`config.mk`:
```
export PLATFORM = sky130hd
export DESIGN_NAME = mem8_ctrl_arb
export DESIGN_NICKNAME = d
export VERILOG_FILES = /design/src/rtl/mem8_ctrl_arb_pkg.sv /design/src/rtl/mem8_ctrl_arb_rr_arb2.sv /design/src/rtl/mem8_ctrl_arb.sv
export SDC_FILE = /design/constraint.sdc
export NUM_CORES = 1
export LEC_CHECK = 0
export BUFFER_PORTS_ARGS = -buffer_cell sky130_fd_sc_hd__buf_4
export CORE_ASPECT_RATIO = 0.8
export CORE_MARGIN = 4
export CORE_UTILIZATION = 49
export CTS_CLUSTER_DIAMETER = 50
export DETAILED_ROUTE_END_ITERATION = 16
export PLACE_DENSITY = 0.81
export SYNTH_ARGS = -nofsm -noshare
export SYNTH_HDL_FRONTEND = slang
export SYNTH_HIERARCHICAL = 1
export SYNTH_SLANG_ARGS = --single-unit
```
`constraint.sdc`:
```
create_clock -name clk -period 1.93 [get_ports clk]
set_input_delay 0.386 -clock clk [delete_from_list [all_inputs] [get_ports clk]]
set_output_delay 0.386 -clock clk [all_outputs]
set_load 0.01 [all_outputs]
```
`src/rtl/mem8_ctrl_arb_pkg.sv`:
```
// Shared definitions for the two-requester 8-byte memory sequencer:
// default widths, FSM state encoding and the one-hot byte-enable decode.
package mem8_ctrl_arb_pkg;

  localparam int DATA_W_DEF = 8;
  localparam int ADDR_W_DEF = 3;

  localparam logic [2:0] ST_IDLE    = 3'd0;
  localparam logic [2:0] ST_SETUP   = 3'd1;
  localparam logic [2:0] ST_STROBE  = 3'd2;
  localparam logic [2:0] ST_CAPTURE = 3'd3;
  localparam logic [2:0] ST_RESP    = 3'd4;

  // Wide enough for any address up to 8 bits; callers cast down to their depth.
  function automatic logic [255:0] onehot_dec(input logic [7:0] addr);
    onehot_dec = 256'd1 << addr;
  endfunction

endpackage

```
`src/rtl/mem8_ctrl_arb_rr_arb2.sv`:
```
// Two-way round-robin arbiter: a single requester always wins, a tie goes to
// the pointer side, and the pointer moves away from the side just served.
module mem8_ctrl_arb_rr_arb2 (
  input  logic       clk,
  input  logic       rst_n,
  input  logic [1:0] req,
  input  logic       advance,
  input  logic       adv_idx,
  output logic [1:0] gnt
);

  logic ptr_q, ptr_d;

  always_comb begin
    ptr_d = ptr_q;
    if (advance) ptr_d = ~adv_idx;
  end

  always_ff @(posedge clk or negedge rst_n) begin
    if (!rst_n) ptr_q <= 1'b0;
    else        ptr_q <= ptr_d;
  end

  always_comb begin
    gnt = req;
    if (req == 2'b11) gnt = ptr_q ? 2'b10 : 2'b01;
  end

endmodule

```
`src/rtl/mem8_ctrl_arb.sv`:
```
// Arbiter/sequencer between two byte requesters and the 8-byte register-cell
// memory: setup, strobe, capture (reads only) and response, one access at a time.
module mem8_ctrl_arb
  import mem8_ctrl_arb_pkg::*;
#(
  parameter int DATA_W = DATA_W_DEF,
  parameter int ADDR_W = ADDR_W_DEF
) (
  input  logic                 clk,
  input  logic                 rst_n,
  input  logic                 a_req,
  input  logic                 a_we,
  input  logic [ADDR_W-1:0]    a_addr,
  input  logic [DATA_W-1:0]    a_wdata,
  output logic                 a_gnt,
  output logic                 a_done,
  output logic [DATA_W-1:0]    a_rdata,
  input  logic                 b_req,
  input  logic                 b_we,
  input  logic [ADDR_W-1:0]    b_addr,
  input  logic [DATA_W-1:0]    b_wdata,
  output logic                 b_gnt,
  output logic                 b_done,
  output logic [DATA_W-1:0]    b_rdata,
  output logic [2**ADDR_W-1:0] mem_en,
  output logic [DATA_W-1:0]    mem_din,
  output logic                 mem_rd_bar,
  output logic                 mem_wr_bar,
  input  logic [DATA_W-1:0]    mem_dout,
  output logic                 busy
);

  localparam int DEPTH = 2**ADDR_W;

  logic [2:0]        state_q, state_d;
  logic              win_q, win_d;
  logic              we_q, we_d;
  logic [DEPTH-1:0]  mem_en_q, mem_en_d;
  logic [DATA_W-1:0] mem_din_q, mem_din_d;
  logic              rd_bar_q, rd_bar_d;
  logic              wr_bar_q, wr_bar_d;
  logic [DATA_W-1:0] a_rdata_q, a_rdata_d;
  logic [DATA_W-1:0] b_rdata_q, b_rdata_d;

  logic [1:0]        arb_gnt;
  logic              sel_b;
  logic              sel_we;
  logic [ADDR_W-1:0] sel_addr;
  logic [DATA_W-1:0] sel_wdata;

  mem8_ctrl_arb_rr_arb2 u_arb (
    .clk     (clk),
    .rst_n   (rst_n),
    .req     ({b_req, a_req}),
    .advance (state_q == ST_RESP),
    .adv_idx (win_q),
    .gnt     (arb_gnt)
  );

  assign sel_b     = arb_gnt[1];
  assign sel_we    = sel_b ? b_we    : a_we;
  assign sel_addr  = sel_b ? b_addr  : a_addr;
  assign sel_wdata = sel_b ? b_wdata : a_wdata;

  // mem_en/mem_din registers double as the address/data latch of the winner.
  always_comb begin
    state_d   = state_q;
    win_d     = win_q;
    we_d      = we_q;
    mem_en_d  = mem_en_q;
    mem_din_d = mem_din_q;
    rd_bar_d  = 1'b1;
    wr_bar_d  = 1'b1;
    a_rdata_d = a_rdata_q;
    b_rdata_d = b_rdata_q;
    case (state_q)
      ST_IDLE: begin
        if (arb_gnt != 2'b00) begin
          state_d   = ST_SETUP;
          win_d     = sel_b;
          we_d      = sel_we;
          mem_en_d  = DEPTH'(onehot_dec(8'(sel_addr)));
          mem_din_d = sel_we ? sel_wdata : '0;
        end
      end
      ST_SETUP: begin
        state_d  = ST_STROBE;
        rd_bar_d = we_q;
        wr_bar_d = ~we_q;
      end
      ST_STROBE: begin
        if (we_q) begin
          state_d   = ST_RESP;
          mem_en_d  = '0;
          mem_din_d = '0;
        end else begin
          state_d = ST_CAPTURE;
        end
      end
      ST_CAPTURE: begin
        state_d   = ST_RESP;
        mem_en_d  = '0;
        mem_din_d = '0;
        if (win_q) b_rdata_d = mem_dout;
        else       a_rdata_d = mem_dout;
      end
      ST_RESP: state_d = ST_IDLE;
      default: state_d = ST_IDLE;
    endcase
  end

  always_ff @(posedge clk or negedge rst_n) begin
    if (!rst_n) begin
      state_q   <= ST_IDLE;
      win_q     <= 1'b0;
      we_q      <= 1'b0;
      mem_en_q  <= '0;
      mem_din_q <= '0;
      rd_bar_q  <= 1'b1;
      wr_bar_q  <= 1'b1;
      a_rdata_q <= '0;
      b_rdata_q <= '0;
    end else begin
      state_q   <= state_d;
      win_q     <= win_d;
      we_q      <= we_d;
      mem_en_q  <= mem_en_d;
      mem_din_q <= mem_din_d;
      rd_bar_q  <= rd_bar_d;
      wr_bar_q  <= wr_bar_d;
      a_rdata_q <= a_rdata_d;
      b_rdata_q <= b_rdata_d;
    end
  end

  assign busy       = (state_q != ST_IDLE);
  assign a_gnt      = busy && !win_q;
  assign b_gnt      = busy && win_q;
  assign a_done     = (state_q == ST_RESP) && !win_q;
  assign b_done     = (state_q == ST_RESP) && win_q;
  assign a_rdata    = a_rdata_q;
  assign b_rdata    = b_rdata_q;
  assign mem_en     = mem_en_q;
  assign mem_din    = mem_din_q;
  assign mem_rd_bar = rd_bar_q;
  assign mem_wr_bar = wr_bar_q;

endmodule

```
* Yosys cells after proc, flatten, opt, wreduce, memory -nomap -nowiden
Index checks and enable logic that the tools add are counted.
** Cells by class
- Shift-type cells :: 1
- Bitwise logic cells :: 2
- Reduce and logical (&&, ||, !) cells :: 13
- Multiplexer cells :: 16
- Equality and inequality tests :: 7
** Operators with widths (count)
- 8-bit case mux with 3 select lines :: 2
- 8-bit 2-to-1 mux :: 5
- 3-bit case mux with 4 select lines :: 1
- 3-bit 2-to-1 mux :: 3
- 1-bit by 3-bit << shifter with 8-bit output (first input constant) :: 1
- 3-bit by 2-bit equality test with 1-bit output (second input constant) :: 2
- 2-bit AND reduction :: 3
- 3-bit nonzero test :: 2
- 1-bit logical AND :: 4
- 2-bit 2-to-1 mux :: 2
- 2-bit != test (second input constant) :: 2
- 3-bit by 1-bit equality test with 1-bit output (second input constant) :: 1
- 3-bit equality test (second input constant) :: 1
- 3-bit logical NOT :: 1
- 1-bit 2-to-1 mux :: 3
- 3-bit AND reduction :: 1
- 2-bit equality test (second input constant) :: 1
- 1-bit NOT :: 2
- 2-bit nonzero test :: 1
- 1-bit logical NOT :: 1
** Storage, ports and cells
- Bits in registers :: 40

* Longest topological paths before layout
- Word-level depth :: 6
- Mapped depth :: 7
- Mapped depth without buffers :: 6

* Modules after synthesis
The synthesis kept the hierarchy.
** Modules (own cells, without submodules)
- mem8_ctrl_arb :: cells each 148, area an instance 1921.8 µm², instances 1
- mem8_ctrl_arb_rr_arb2 :: cells each 5, area an instance 53.8 µm², instances 1

* Worst setup path after synthesis
No wires, ideal clock.
- Path kind :: input port to flip-flop
- Start point :: input port a_req
- End point :: register mem_din_q[2], in the netlist mem_din[2]
- Library setup time :: 0.125 ns
- Arrival :: 1.636 ns
- Required time :: 1.805 ns
- Path slack :: 0.168 ns
- Buffers on the path :: 1
- Stages on the path :: 5
- Path through :: a21boi_0 -> o21ai_2 -> a21oi_4 -> buf_12 -> mux2_4
** Between the ends
- Cells in the longest elaborated chain, start to end :: 6
** RTL lines
- from (decl) :: RTL line mem8_ctrl_arb.sv:11 : input logic a_req,
- 2-bit equality test :: RTL line mem8_ctrl_arb_rr_arb2.sv:26 : if (req == 2'b11) gnt = ptr_q ? 2'b10 : 2'b01;
- 2-bit 2-to-1 mux (*) :: RTL line mem8_ctrl_arb_rr_arb2.sv:26
- 8-bit 2-to-1 mux / 1-bit 2-to-1 mux (equally long branches) :: RTL line mem8_ctrl_arb.sv:63, mem8_ctrl_arb.sv:61
- 8-bit 2-to-1 mux :: RTL line mem8_ctrl_arb.sv:83 : mem_din_d = sel_we ? sel_wdata : '0;
- 8-bit 2-to-1 mux :: RTL line mem8_ctrl_arb.sv:78 : if (arb_gnt != 2'b00) begin
- 8-bit case mux with 3 select lines :: RTL line mem8_ctrl_arb.sv:76 : case (state_q)
- to (signal assigned) :: RTL line mem8_ctrl_arb.sv:128 : mem_din_q <= mem_din_d;
- to (decl) :: RTL line mem8_ctrl_arb.sv:39 : logic [DATA_W-1:0] mem_din_q, mem_din_d;
Every way passes the cells marked *; elsewhere a longest branch is shown, timed or not. The select of a mux whose other input is x is not followed.
A chain may end at the register's enable or synchronous reset.

* Worst setup path after layout
- Start point :: register u_arb.ptr_q
- End point :: register mem_din_q[7], in the netlist mem_din[7]
** Between the ends
- Cells in the longest elaborated chain, start to end :: 6
** RTL lines
- from (decl) :: RTL line mem8_ctrl_arb_rr_arb2.sv:12 : logic ptr_q, ptr_d;
- from (signal assigned) :: RTL line mem8_ctrl_arb_rr_arb2.sv:21 : else ptr_q <= ptr_d;
- 2-bit 2-to-1 mux (*) (2 in a row) :: RTL line mem8_ctrl_arb_rr_arb2.sv:26
- named net arb_gnt[1] :: RTL line mem8_ctrl_arb.sv:45 : logic [1:0] arb_gnt;
- 8-bit 2-to-1 mux / 1-bit 2-to-1 mux (equally long branches) :: RTL line mem8_ctrl_arb.sv:63, mem8_ctrl_arb.sv:61
- 8-bit 2-to-1 mux :: RTL line mem8_ctrl_arb.sv:83
- 8-bit 2-to-1 mux :: RTL line mem8_ctrl_arb.sv:78
- 8-bit case mux with 3 select lines :: RTL line mem8_ctrl_arb.sv:76
Mark *: on every way through the listed nets, which the timed path passes. The rest lies on a longest branch. The select of a mux whose other input is x is not followed.

==> impl_metrics.ini <==
[finish]
n_antenna_cell = 0
fin_nets = 269
drive_gt1_share_pct = 56.0
area_growth_pct = 35.1

[critical_path]
slowest_stage = mux2_2
critical_path.n_buffers_inverters = 1
start_kind = register
path_delay_family = multiplexers
cp.depth = 6
cp.required_ns = 2.09
arrival_ns = 1.96
reg2regPathDepth = 6
path_cells = inv_1 -> a21boi_2 -> mux2_2 -> nand2_1 -> nor2_1 -> mux2_4
r2r_slack_ns = 0.13
crit_type = register to register
endpoint_kind = register
max_stage_delay_ns = 0.37
cp_max_fo = 8

[drt]
wire_per_inst_um = 14.6
drc = 0
num_vias = 1420
final_antenna_net_count = 0
postRouteWirelength_um = 4230
initialDrtViolationCount = 81
drt-pass1-iter-count = 4
viasPerCell = 4.91

[synthesis]
postSynthAreaPerCell_um2 = 12.9
ys_types = 37
yosysWarnings = 6
synth_area_um2 = 1980
synth_nets = 189
syn_inst = 153
async_flop_share_pct = 100
synth_seq_cells = 40
synth-edff-count = 0
synth_flop_cell = dfrtp_1
ys_seq_area_share_pct = 50.8

[die]
io_pins = 75
start_util_pct = 51.3
fp.dieW_um = 79.0
die_area_um2 = 5120
rows = 20
core_area_um2 = 3850
die_height_um = 64.8

[placed_design]
dp_slack_ns = 0.0302
port-buffer-count = 74
gp_congestion = 0.702
dp_hpwl_um = 3290

[timing]
min_period_ns = 1.80
max_freq_ghz = 0.556
slew_headroom_pct = 67.2
drv_slew = 0
tightest_slew_ns = 0.492
finClkSkew_ns = 0.00462
period_share_pct = 93.3
rsz0062_at_grt = no
hold_viol = 0
setup_viol = 0
fin_ws_ns = 0.130
setup_tns_ns = 0

[clock_tree]
clk_latency_ns = 0.27
htree_levels = 2
path_clk_slew_ns = 0.07
numCtsBuffers = 5
clockBufferDepth = 2
cts_num_sinks = 40
cts_setup_buffers = 0
clockRootBuffer = clkbuf_8
cts_hold_buffers = 0
cts_tree = done

[power_and_ir_drop]
peakVddDrop_uv = 785
power_mw = 4.19
p_per_area_nw_per_um2 = 1570
cellLeakagePower_nw = 1.32

[run]
drv_cap = 0

[global_route]
antenna_found_initial = 0
grt_pass1_vias = 1520
grt_max_degree = 41
grt_pass1_wl_um = 7230
grt_usage_pct = 18.0
grt_overflow = 0

[min_path]
min_path_type = input pin to asynchronous set/reset pin

[run_status]
status = complete, no violations
-- worst register-to-register path, stage by stage, from the launching register on --
cell,delay [ns]
dfrtp_1,0.35
inv_1,0.07
a21boi_2,0.28
mux2_2,0.37
nand2_1,0.23
nor2_1,0.11
mux2_4,0.27
-- per-layer routing --
layer  vias up  wire length, um  GRT usage, %
met5         -                0             0
met4         0               52          5.58
met3         4              131          3.47
met2        26             2220          29.7
met1       690             1830          23.9
li1        700                -             -
-- through the flow --
| step | area, um2 | cells | hold WS (ns) | utilization [%] |
|---|---|---|---|---|
| after floorplan | 1980 | 153 | 0.0904 | - |
| after global placement | 2580 | 281 | 0.393 | 66.9 |
| after detailed placement | 2580 | 281 | 0.390 | 66.9 |
| after CTS | 2660 | 289 | 0.0896 | 69.1 |
| after global routing | 2670 | 289 | 0.104 | 69.3 |
| final | 2670 | 289 | 0.0704 | 69.3 |
-- power breakdown --
group          switching (mW)  leakage (nW)  internal, mW
clock                   0.262        0.0422         0.254
combinational           0.888         0.779          1.22
sequential              0.331         0.497          1.23
-- state kept, by name, summed over array words and instances, names as in the netlist --
name,flops
mem_rd_bar,1
mem_en,8
mem_din,8
win_q,1
a_rdata,8
u_arb/ptr_q,1
b_rdata,8
we_q,1
state_q,3
mem_wr_bar,1
-- cell usage after synthesis, types with 2 or more instances --
library cell | instances | area [um2]
and3_1 | 2 | 12.5
mux2_4 | 10 | 150
o21ai_2 | 2 | 17.5
a31oi_1 | 2 | 12.5
nand2_1 | 4 | 15.0
mux2i_1 | 10 | 100
dfstp_2 | 2 | 52.6
nor2b_1 | 2 | 12.5
nor3_1 | 3 | 15.0
mux2_2 | 23 | 259
dfrtp_1 | 38 | 951
and2_1 | 2 | 12.5
inv_1 | 4 | 15.0
buf_6 | 3 | 33.8
a21oi_1 | 2 | 10.0
nor2_1 | 23 | 86.3
-- path summary, 6_finish.rpt --
| kind | startpoint | endpoint |
|---|---|---|
| max | u_arb/ptr_q | mem_din[7] |
| min | rst_n | mem_din[3] |
| max reg2reg | u_arb/ptr_q | mem_din[7] |
| min reg2reg | a_rdata[1] | a_rdata[1] |
| max in group asynchronous | rst_n | state_q[1] |
| min in group clk | mem_dout[1] | a_rdata[1] |
-- cell usage in the layout (no fill, tap or decap), types with 2 or more instances in the layout --
master,n
o21ai_2,2
mux2_2,23
nor3_1,2
and3_1,2
dfstp_2,2
and2_1,2
inv_1,4
clkbuf_1,2
nand2_1,4
mux2_4,10
mux2i_1,10
dfrtp_2,2
clkbuf_8,5
nor2_1,23
a31oi_1,2
dfrtp_1,36
buf_4,79
a21oi_1,2
nor2b_1,2
-- cell type report --
cell class / count / area [um2]
clock buffers: 7 / 76.3
clock inverters: 1 / 5.00
fillers: 327 / 1180
inverters: 4 / 15.0
multi-input cells: 102 / 885
flip-flops and latches: 40 / 1010
well taps: 55 / 68.8
repair buffers: 80 / 613
-- logic make-up (layout without fill, tap and decap cells) --
| logic type | Yosys count | count (layout) | share of synthesized area (%) |
|---|---|---|---|
| muxes | 44 | 44 | 26.3 |
| and+or+nand+nor | 44 | 44 | 12.3 |
| DFF | 40 | 40 | 50.8 |
| AOI/OAI and AO/OA | 14 | 14 | 5.70 |
| buffers and inverters | 11 | 92 | 4.88 |
-- what timing repair did --
item | 4_1_cts | 5_1_grt
pin swaps | 0 | 0
setup endpoints to repair | 1 | 1
resized for setup | 1 | 2
Power figures use the tool's default switching activity.
